===== config.mk =====
export PLATFORM = sky130hd
export DESIGN_NAME = toff_seq_ctrl
export DESIGN_NICKNAME = d
export VERILOG_FILES = /design/src/rtl/toff_seq_ctrl.sv
export SDC_FILE = /design/constraint.sdc
export NUM_CORES = 1
export LEC_CHECK = 0
export BUFFER_PORTS_ARGS = -buffer_cell sky130_fd_sc_hd__buf_4
export CORE_MARGIN = 4
export CORE_UTILIZATION = 35
export CTS_CLUSTER_DIAMETER = 80
export CTS_CLUSTER_SIZE = 20
export DETAILED_ROUTE_END_ITERATION = 8
export PLACE_DENSITY = 0.49
export SYNTH_ARGS = -nofsm -noshare
export SYNTH_HDL_FRONTEND = slang
export SYNTH_SLANG_ARGS = --single-unit

===== constraint.sdc =====
create_clock -name clk -period 3.6 [get_ports clk]
set_input_delay 0.54 -clock clk [delete_from_list [all_inputs] [get_ports clk]]
set_output_delay 0.54 -clock clk [all_outputs]
set_load 0.01 [all_outputs]

===== src/rtl/toff_seq_ctrl.sv =====
// toff_seq_ctrl: runs a stored program of Toffoli operations, one per cycle,
// over an NBITS-wide bit register. A forced control (ua/ub) turns the same
// operation into NOT or CNOT. Since every Toffoli is self-inverse, running
// the same program in reverse order uncomputes a forward run.
module toff_seq_ctrl #(
    parameter int NBITS = 8,
    parameter int AW    = 3,   // must equal clog2(NBITS)
    parameter int DEPTH = 8,
    parameter int PW    = 3    // must equal clog2(DEPTH)
) (
    input  logic             clk,
    input  logic             rst_n,
    input  logic             prog_we,
    input  logic [PW-1:0]    prog_addr,
    input  logic [AW-1:0]    prog_ca,
    input  logic [AW-1:0]    prog_cb,
    input  logic [AW-1:0]    prog_tg,
    input  logic             prog_ua,
    input  logic             prog_ub,
    input  logic             start,
    input  logic             dir,
    input  logic [PW:0]      len,
    input  logic [NBITS-1:0] data_in,
    output logic             busy,
    output logic             done,
    output logic             err,
    output logic [NBITS-1:0] state_out
);

    // One program entry: two control indices, one target index, and a
    // per-control flag that replaces that control with constant 1.
    typedef struct packed {
        logic [AW-1:0] ca;
        logic [AW-1:0] cb;
        logic [AW-1:0] tg;
        logic          ua;
        logic          ub;
    } entry_t;

    typedef enum logic [1:0] {
        S_IDLE = 2'd0,
        S_RUN  = 2'd1,
        S_DONE = 2'd2
    } fsm_t;

    localparam logic [PW:0]   DEPTH_C = (PW+1)'(DEPTH);
    localparam logic [PW:0]   CNT_ONE = (PW+1)'(1);
    localparam logic [PW-1:0] PC_ONE  = PW'(1);

    entry_t        prog_mem [DEPTH];
    fsm_t          fsm;
    logic [PW-1:0] pc;
    logic [PW:0]   count;
    logic          run_dir;

    // Values derived from the entry under the program counter and from the
    // launch request.
    entry_t           cur;
    logic             eff_a;
    logic             eff_b;
    logic             illegal;
    logic [NBITS-1:0] next_reg;
    logic [PW:0]      len_clamped;
    logic [PW-1:0]    start_pc;

    // Decode the current entry, its legality and the register value it produces.
    always_comb begin
        // NOTE: every signal gets a default first so no path leaves one
        // unassigned, which would otherwise infer a latch.
        cur      = prog_mem[pc];
        eff_a    = cur.ua ? 1'b1 : state_out[cur.ca];
        eff_b    = cur.ub ? 1'b1 : state_out[cur.cb];
        // A target that is also a live control would not be reversible.
        illegal  = (!cur.ua && (cur.tg == cur.ca)) ||
                   (!cur.ub && (cur.tg == cur.cb));
        next_reg = state_out;
        next_reg[cur.tg] = state_out[cur.tg] ^ (eff_a & eff_b);
    end

    // Clamp the requested length and pick the first entry for the chosen direction.
    always_comb begin
        len_clamped = (len > DEPTH_C) ? DEPTH_C : len;
        start_pc    = '0;
        if (dir && (len_clamped != '0)) begin
            start_pc = PW'(len_clamped - CNT_ONE);
        end
    end

    // Program store: written from the host only while the sequencer is idle.
    always_ff @(posedge clk) begin
        if (!rst_n) begin
            // NOTE: the program is part of the reset state, so the array is
            // cleared here; a cleared entry decodes as illegal.
            for (int i = 0; i < DEPTH; i++) begin
                prog_mem[i] <= '0;
            end
        end else if (prog_we && (fsm == S_IDLE)) begin
            prog_mem[prog_addr] <= '{ca: prog_ca, cb: prog_cb, tg: prog_tg,
                                     ua: prog_ua, ub: prog_ub};
        end
    end

    // Sequencer FSM with registered status outputs and the bit register.
    always_ff @(posedge clk) begin
        if (!rst_n) begin
            fsm       <= S_IDLE;
            pc        <= '0;
            count     <= '0;
            run_dir   <= 1'b0;
            busy      <= 1'b0;
            done      <= 1'b0;
            err       <= 1'b0;
            state_out <= '0;
        end else begin
            // NOTE: state is updated with non-blocking assignments so every
            // register sees the pre-edge values of the others.
            done <= 1'b0;
            unique case (fsm)
                S_IDLE: begin
                    if (start) begin
                        state_out <= data_in;
                        err       <= 1'b0;
                        count     <= len_clamped;
                        pc        <= start_pc;
                        run_dir   <= dir;
                        busy      <= 1'b1;
                        if (len_clamped == '0) begin
                            fsm  <= S_DONE;
                            done <= 1'b1;
                        end else begin
                            fsm <= S_RUN;
                        end
                    end
                end

                S_RUN: begin
                    if (illegal) begin
                        // Abort: register untouched, remaining entries skipped.
                        err  <= 1'b1;
                        fsm  <= S_DONE;
                        done <= 1'b1;
                    end else begin
                        state_out <= next_reg;
                        count     <= count - CNT_ONE;
                        if (count == CNT_ONE) begin
                            // Last entry: hold pc so it never steps past either end.
                            fsm  <= S_DONE;
                            done <= 1'b1;
                        end else if (run_dir) begin
                            pc <= pc - PC_ONE;
                        end else begin
                            pc <= pc + PC_ONE;
                        end
                    end
                end

                S_DONE: begin
                    fsm  <= S_IDLE;
                    busy <= 1'b0;
                end

                default: begin
                    fsm  <= S_IDLE;
                    busy <= 1'b0;
                end
            endcase
        end
    end

endmodule


==> flow_summary.rst, run 1 <==
.. list-table::
   :header-rows: 1

   * - Metric
     - Value
   * - Status
     - finished clean
   * - Sequential element share of the synthesized area
     - 0.537
   * - Peak supply drop
     - 0.276 mV
   * - Htree depth
     - 3
   * - Fraction of post-synthesis cell area in the top cell type by area
     - 0.455
   * - Startpoint class of the critical path
     - flop
   * - Total overflow reported by the global router
     - 0
   * - Worst Path Arrival
     - 3.39 ns
   * - Pre-CTS worst setup slack
     - 0.463 ns
   * - Most utilized layer in the global route result
     - met2
   * - Met1 Use GR
     - 0.228
   * - Power per cell area
     - 544 nW/um^2
   * - Number of top-level pins
     - 42
   * - Total routing resource utilization after global routing
     - 0.166
   * - Std-Cell Core Area
     - 16100 sq um
   * - Dominant register cell in the synthesized netlist
     - edfxtp_1
   * - Post-DP HPWL
     - 10200 um
   * - Top cell type by total area after synthesis
     - edfxtp_1
   * - Critical path destination
     - count[0]$_SDFFE_PN0P_
   * - Inst Count DP
     - 701
   * - Die area
     - 18700 sq um
   * - Root buffer cell
     - clkbuf_16
   * - Post-synthesis to final-layout area growth
     - 15.7%
   * - Number of nets in the synthesized netlist
     - 481
   * - Standard cell area after detailed placement
     - 6440 sq um
   * - Worst hold slack across all endpoints
     - 0.466 ns
   * - Library cells used by synthesis
     - 57
   * - Worst Setup Path Type
     - flop to flop
   * - Number of violations reported at the end of detailed-routing iteration 0
     - 238
   * - Final critical-path required period
     - 3.13 ns
   * - Number of vias per cell
     - 5.16
   * - Capturing element type of the critical path
     - flop
   * - Detail Route Antenna Nets
     - 0
   * - Wire length of the first global-routing pass
     - 22800 um
   * - Final instance area
     - 6720 sq um
   * - Max-slew violation count
     - 0
   * - M2 GR Usage
     - 0.271
   * - Vias in the first global route
     - 3754
   * - Minimum setup slack in the final design
     - 0.473 ns
   * - Cell row count
     - 46
   * - Initial cell density of the core
     - 0.362
   * - Drt total wl
     - 14800 um
   * - Ranking of synthesized cells by area
     - edfxtp_1 (45%), and2_1 (9.7%), dfxtp_1 (8.3%), mux4_2 (6.2%), mux2i_1 (3.3%)
   * - Height of the die
     - 137 um
   * - Worst Path Required
     - 3.86 ns
   * - Fmax
     - 320 MHz
   * - FF-to-FF setup slack
     - 0.47 ns
   * - Unrepaired setup endpoints after global routing
     - false
   * - Post-Synthesis Cells
     - 445
   * - Top library cells by usage in the layout, fill and taps aside
     - and2_1 (90), edfxtp_1 (88), buf_4 (62)
   * - Depth of the worst hold-timing path
     - 3
   * - Average cell area after synthesis
     - 13.1 sq um
   * - Reg-to-reg critical path endpoint
     - count[0]$_SDFFE_PN0P_
   * - Postcts setup bufs
     - 0
   * - Die Width
     - 137 um
   * - Slew at the pin closest to its max-slew limit
     - 0.733 ns
   * - Final setup fails
     - 0
   * - Avg WL per Cell
     - 20.6 um
   * - Count of max-cap constraint violations
     - 0
   * - Cts bufs inserted
     - 9
   * - Synth warnings
     - 0
   * - Vias
     - 3691
   * - Crit-path max FO
     - 22
   * - Pin count of the biggest net entering global routing
     - 30
   * - EDFF count, synth
     - 88
   * - # DRC
     - 0
   * - Clock transition at the registers of the reported paths
     - 0.08 ns
   * - Min-Delay Path Class
     - input port to flop
   * - Most common library cell in the layout ignoring fill and taps
     - and2_1
   * - Max-slew headroom at the worst pin
     - 0.510
   * - Post-synthesis sequential element count
     - 112
   * - Initial antenna violation count
     - 0
   * - Number of antenna repair diodes
     - 0
   * - Leakage dissipation
     - 2.50 nW
   * - Clk sinks
     - 112
   * - Sum of negative setup slack
     - 0 ns
   * - Share of cells above drive strength 1
     - 0.230
   * - Hold_buf cts
     - 0
   * - Count of non-filler cells in the finished layout
     - 716
   * - TritonCTS clock tree
     - built
   * - Worst-case clock skew
     - 0.0119 ns
   * - Clk_lat worst skew
     - 0.37 ns
   * - Synthesized cell area
     - 5810 sq um
   * - Number of port buffers
     - 41
   * - Met3 layer usage reported by global route
     - 0.0360
   * - Number of hold-slack violations in the final timing report
     - 0
   * - Post-cts resize count
     - 0
   * - Net count reported at finish
     - 532
   * - Final weighted congestion of routability-driven global placement
     - 0.847
   * - Share of synthesized registers carrying an async set or reset
     - 0
   * - Maximum clock insertion buffer count
     - 2
   * - DR pass1 iterations
     - 5
   * - Period Utilization, post-route
     - 0.869
   * - Beginning of the worst hold path
     - dir
   * - R2R depth
     - 8
[final cells by class]
type                       instances  area, sq um
inverter                           6         22.5
timing repair buffer              63          485
fill                            1523         9330
sequential                       112         3120
clock buffer                       9          225
clock inverter                     6         62.6
multi-input combinational        304         2530
tap                              216          270
[state kept, by name, indices dropped and copies added, names as in the netlist, named ones only]
register / flops
fsm: 2
done: 1
state_out: 8
run_dir: 1
err: 1
prog_mem: 88
count: 4
pc: 3
busy: 1
[synth_stat cells, types with 6 or more instances]
cell and instances:
mux2i_1 19, edfxtp_1 88, clkbuf_1 11, dfxtp_1 24, a311oi_1 7, nand2_1 17
nand2b_1 13, inv_1 6, mux4_1 6, and2_1 90, nor2_1 22, nor3b_1 6
buf_2 8, nor2b_1 9, mux4_2 16, o21ai_0 17
[where the power goes]
group          switching [mW]  internal (mW)  total [mW]  leakage, nW
combinational           0.600          0.476        1.08         1.25
sequential             0.0969           1.49        1.59         1.11
clock                   0.508          0.485       0.993        0.141
[cells by family after synthesis]
family,count (synthesis),synth area share
AOI/OAI and AO/OA,72,0.0969
muxes,50,0.147
DFF,112,0.537
buffers and inverters,29,0.0265
xor gates and xnor gates,9,0.0149
and+or+nand+nor,168,0.166
adders and majority gates,5,0.0121
[layer usage]
layer / wire, um / vias to the layer above
met5: 0 / -
met4: 127 / 0
met3: 512 / 7
met2: 7270 / 71
met1: 6870 / 1849
li1: - / 1764
[stage by stage]
| stage | power [mW] | utilization |
|---|---|---|
| finish | 3.66 | 0.419 |
| floorplan | 2.38 | - |
| CTS | 3.68 | 0.419 |
| detailed placement | 2.70 | 0.401 |
| global route | 3.83 | 0.419 |
| global placement | 2.69 | 0.401 |
[critical path, stage by stage, from the launching register on]
cell     delay, ns
dfxtp_1       0.36
buf_12        0.21
mux4_2        0.52
mux2i_1       0.48
xor2_1        0.19
o41ai_4       0.39
o21a_1        0.47
a21oi_1       0.10
o221a_2       0.29
[how the worst min path moves through the flow]
stage                                       to  slack (ns)
final                     run_dir$_SDFFE_PN0P_        0.47
after global routing      run_dir$_SDFFE_PN0P_        0.47
after CTS                 run_dir$_SDFFE_PN0P_        0.46
after detailed placement  run_dir$_SDFFE_PN0P_        0.47
after global placement    run_dir$_SDFFE_PN0P_        0.46
after floorplan           run_dir$_SDFFE_PN0P_        0.44
(Power assumes the default switching activity.)
==> inputs of run 2 (changes only) <==
==> config.mk (replaced) <==
export PLATFORM = sky130hd
export DESIGN_NAME = toff_seq_ctrl
export DESIGN_NICKNAME = d
export VERILOG_FILES = /design/src/rtl/toff_seq_ctrl.sv
export SDC_FILE = /design/constraint.sdc
export NUM_CORES = 1
export LEC_CHECK = 0
export CORE_MARGIN = 4
export CORE_UTILIZATION = 35
export CTS_CLUSTER_DIAMETER = 80
export CTS_CLUSTER_SIZE = 20
export DETAILED_ROUTE_END_ITERATION = 8
export DONT_BUFFER_PORTS = 1
export GPL_ROUTABILITY_DRIVEN = 0
export PLACE_DENSITY = 0.47
export SKIP_LAST_GASP = 1
export SYNTH_ARGS = -nofsm -noshare
export SYNTH_HDL_FRONTEND = slang
export SYNTH_SLANG_ARGS = --single-unit
==> flow_summary.rst, run 2 (synthesis gave the netlist of run 1 again) <==
.. list-table::
   :header-rows: 1

   * - Metric
     - Value
   * - Flip-flop count of the largest register after layout
     - 88
   * - Peak supply drop
     - 0.270 mV
   * - Most utilized layer in the global route result
     - met2
   * - Standard cell area after detailed placement
     - 6160 sq um
   * - Worst Setup Path Type
     - flop to flop
   * - Peak per-stage delay on the critical path
     - 0.52 ns
   * - Unrepaired setup endpoints after global routing
     - false
   * - TritonCTS clock tree
     - built
   * - FF-to-FF setup slack
     - 0.29 ns
   * - Net count reported at finish
     - 497
   * - Startpoint class of the critical path
     - flop
   * - Period Utilization, post-route
     - 0.921
   * - Final instance area
     - 6520 sq um
   * - Cell row count
     - 46
   * - Root buffer cell
     - clkbuf_16
   * - Clk sinks
     - 112
   * - Vias
     - 3568
   * - Final critical-path required period
     - 3.31 ns
   * - Minimum setup slack in the final design
     - 0.286 ns
   * - Clock transition at the registers of the reported paths
     - 0.07 ns
   * - Max-slew violation count
     - 0
   * - Clk_lat worst skew
     - 0.36 ns
   * - Largest registers in the final layout
     - prog_mem (88), state_out (8), count (4)
   * - Avg WL per Cell
     - 21.5 um
   * - M2 GR Usage
     - 0.267
   * - Total overflow reported by the global router
     - 0
   * - Count of max-cap constraint violations
     - 0
   * - Chain of cells forming the critical path
     - buf_4, mux4_2, mux2i_1, buf_4, xnor2_1, nand4_2, o41ai_4, buf_4, buf_4, o31ai_4, o211ai_1, o211a_1
   * - Number of vias per cell
     - 5.23
   * - Cell type with the highest occurrence count on the critical path
     - buf_4
   * - Height of the die
     - 137 um
   * - Met3 layer usage reported by global route
     - 0.0335
   * - Critical path buffer and inverter count
     - 4
   * - Slew at the pin closest to its max-slew limit
     - 0.993 ns
   * - Number of port buffers
     - 0
   * - Die area
     - 18700 sq um
   * - Vias in the first global route
     - 3520
   * - DR pass1 iterations
     - 4
   * - Top cell family by delay on the critical path
     - compound AO/OA/AOI/OAI gates
   * - Total routing resource utilization after global routing
     - 0.163
   * - Crit-path max FO
     - 13
   * - Maximum clock insertion buffer count
     - 2
   * - Capturing element type of the critical path
     - flop
   * - Status
     - finished clean
   * - Cts bufs inserted
     - 9
   * - Initial cell density of the core
     - 0.362
   * - Number of hold-slack violations in the final timing report
     - 0
   * - Slowest cell on the critical path
     - mux4_2
   * - Cell depth of the worst setup path
     - 12
   * - Share of cells above drive strength 1
     - 0.172
   * - Number of antenna repair diodes
     - 0
   * - Pre-CTS worst setup slack
     - 0.159 ns
   * - Top register by number of flip-flops
     - prog_mem
   * - Detail Route Antenna Nets
     - 0
   * - R2R depth
     - 12
   * - Drt total wl
     - 14700 um
   * - Power per cell area
     - 576 nW/um^2
   * - Min-Delay Path Class
     - input port to flop
   * - Worst Path Required
     - 3.85 ns
   * - Number of top-level pins
     - 42
   * - Fmax
     - 302 MHz
   * - Number of violations reported at the end of detailed-routing iteration 0
     - 245
   * - Post-synthesis to final-layout area growth
     - 12.1%
   * - Initial antenna violation count
     - 0
   * - Met1 Use GR
     - 0.218
   * - Max-slew headroom at the worst pin
     - 0.336
   * - Std-Cell Core Area
     - 16100 sq um
   * - Die Width
     - 137 um
   * - Pin count of the biggest net entering global routing
     - 30
   * - Htree depth
     - 3
   * - Post-DP HPWL
     - 9870 um
   * - Worst-case clock skew
     - 0.0119 ns
   * - Wire length of the first global-routing pass
     - 22400 um
   * - # DRC
     - 0
   * - Final setup fails
     - 0
   * - Hold_buf cts
     - 0
   * - Worst Path Arrival
     - 3.56 ns
   * - Sum of negative setup slack
     - 0 ns
   * - Leakage dissipation
     - 2.35 nW
   * - Most common library cell in the layout ignoring fill and taps
     - and2_1
   * - Top library cells by usage in the layout, fill and taps aside
     - and2_1 (90), edfxtp_1 (88), buf_4 (26)
-- run 2: report_power, final --
group / internal [mW] / switching [mW]
combinational: 0.478 / 0.588
clock: 0.621 / 0.493
sequential: 1.49 / 0.0844
-- run 2: worst min-delay path by stage --
stage,start,to,slack [ns],cells after the start
CTS,rst_n,state_out[0]$_SDFFE_PN0P_,0.30,2
global route,rst_n,state_out[4]$_SDFFE_PN0P_,0.31,2
detailed placement,run_dir$_SDFFE_PN0P_,run_dir$_SDFFE_PN0P_,0.46,2
finish,rst_n,state_out[0]$_SDFFE_PN0P_,0.31,2
floorplan,run_dir$_SDFFE_PN0P_,run_dir$_SDFFE_PN0P_,0.44,2
global placement,run_dir$_SDFFE_PN0P_,run_dir$_SDFFE_PN0P_,0.46,2
-- run 2: cell type report --
class	count	area, sq um
fill	1496	9540
sequential	112	3120
multi-input combinational	304	2530
tap	216	270
timing repair buffer	28	235
clock buffer	9	225
clock inverter	7	105
inverter	6	22.5
-- run 2: repair_timing --
action                                  CTS  global route
hold endpoints to repair                  0             0
endpoints found under the setup margin    0             7
resized for setup                         0             0
buffers inserted                          0             3
-- run 2: stage by stage --
stage | utilization | hold slack (ns) | power [mW] | instances
after global routing | 0.406 | 0.307 | 3.93 | 682
after detailed placement | 0.384 | 0.462 | 2.65 | 663
final | 0.406 | 0.313 | 3.76 | 682
after global placement | 0.384 | 0.460 | 2.64 | 663
after floorplan | - | 0.444 | 2.38 | 445
after CTS | 0.404 | 0.298 | 3.76 | 679
-- run 2: layer usage --
metal  wire length [um]  up-vias
li1                   -     1696
met1               6430     1789
met2               7270       68
met3                738       15
met4                207        0
met5                  0        -
-- run 2: worst register-to-register path: cells and delay by family, from the launching register on --
family | cells | cell delay [ns]
and+or+nand+nor | 1 | 0.13
muxes | 2 | 0.84
DFF | 1 | 0.38
buffers and inverters | 4 | 0.84
xor gates and xnor gates | 1 | 0.10
AOI/OAI and AO/OA | 4 | 0.90
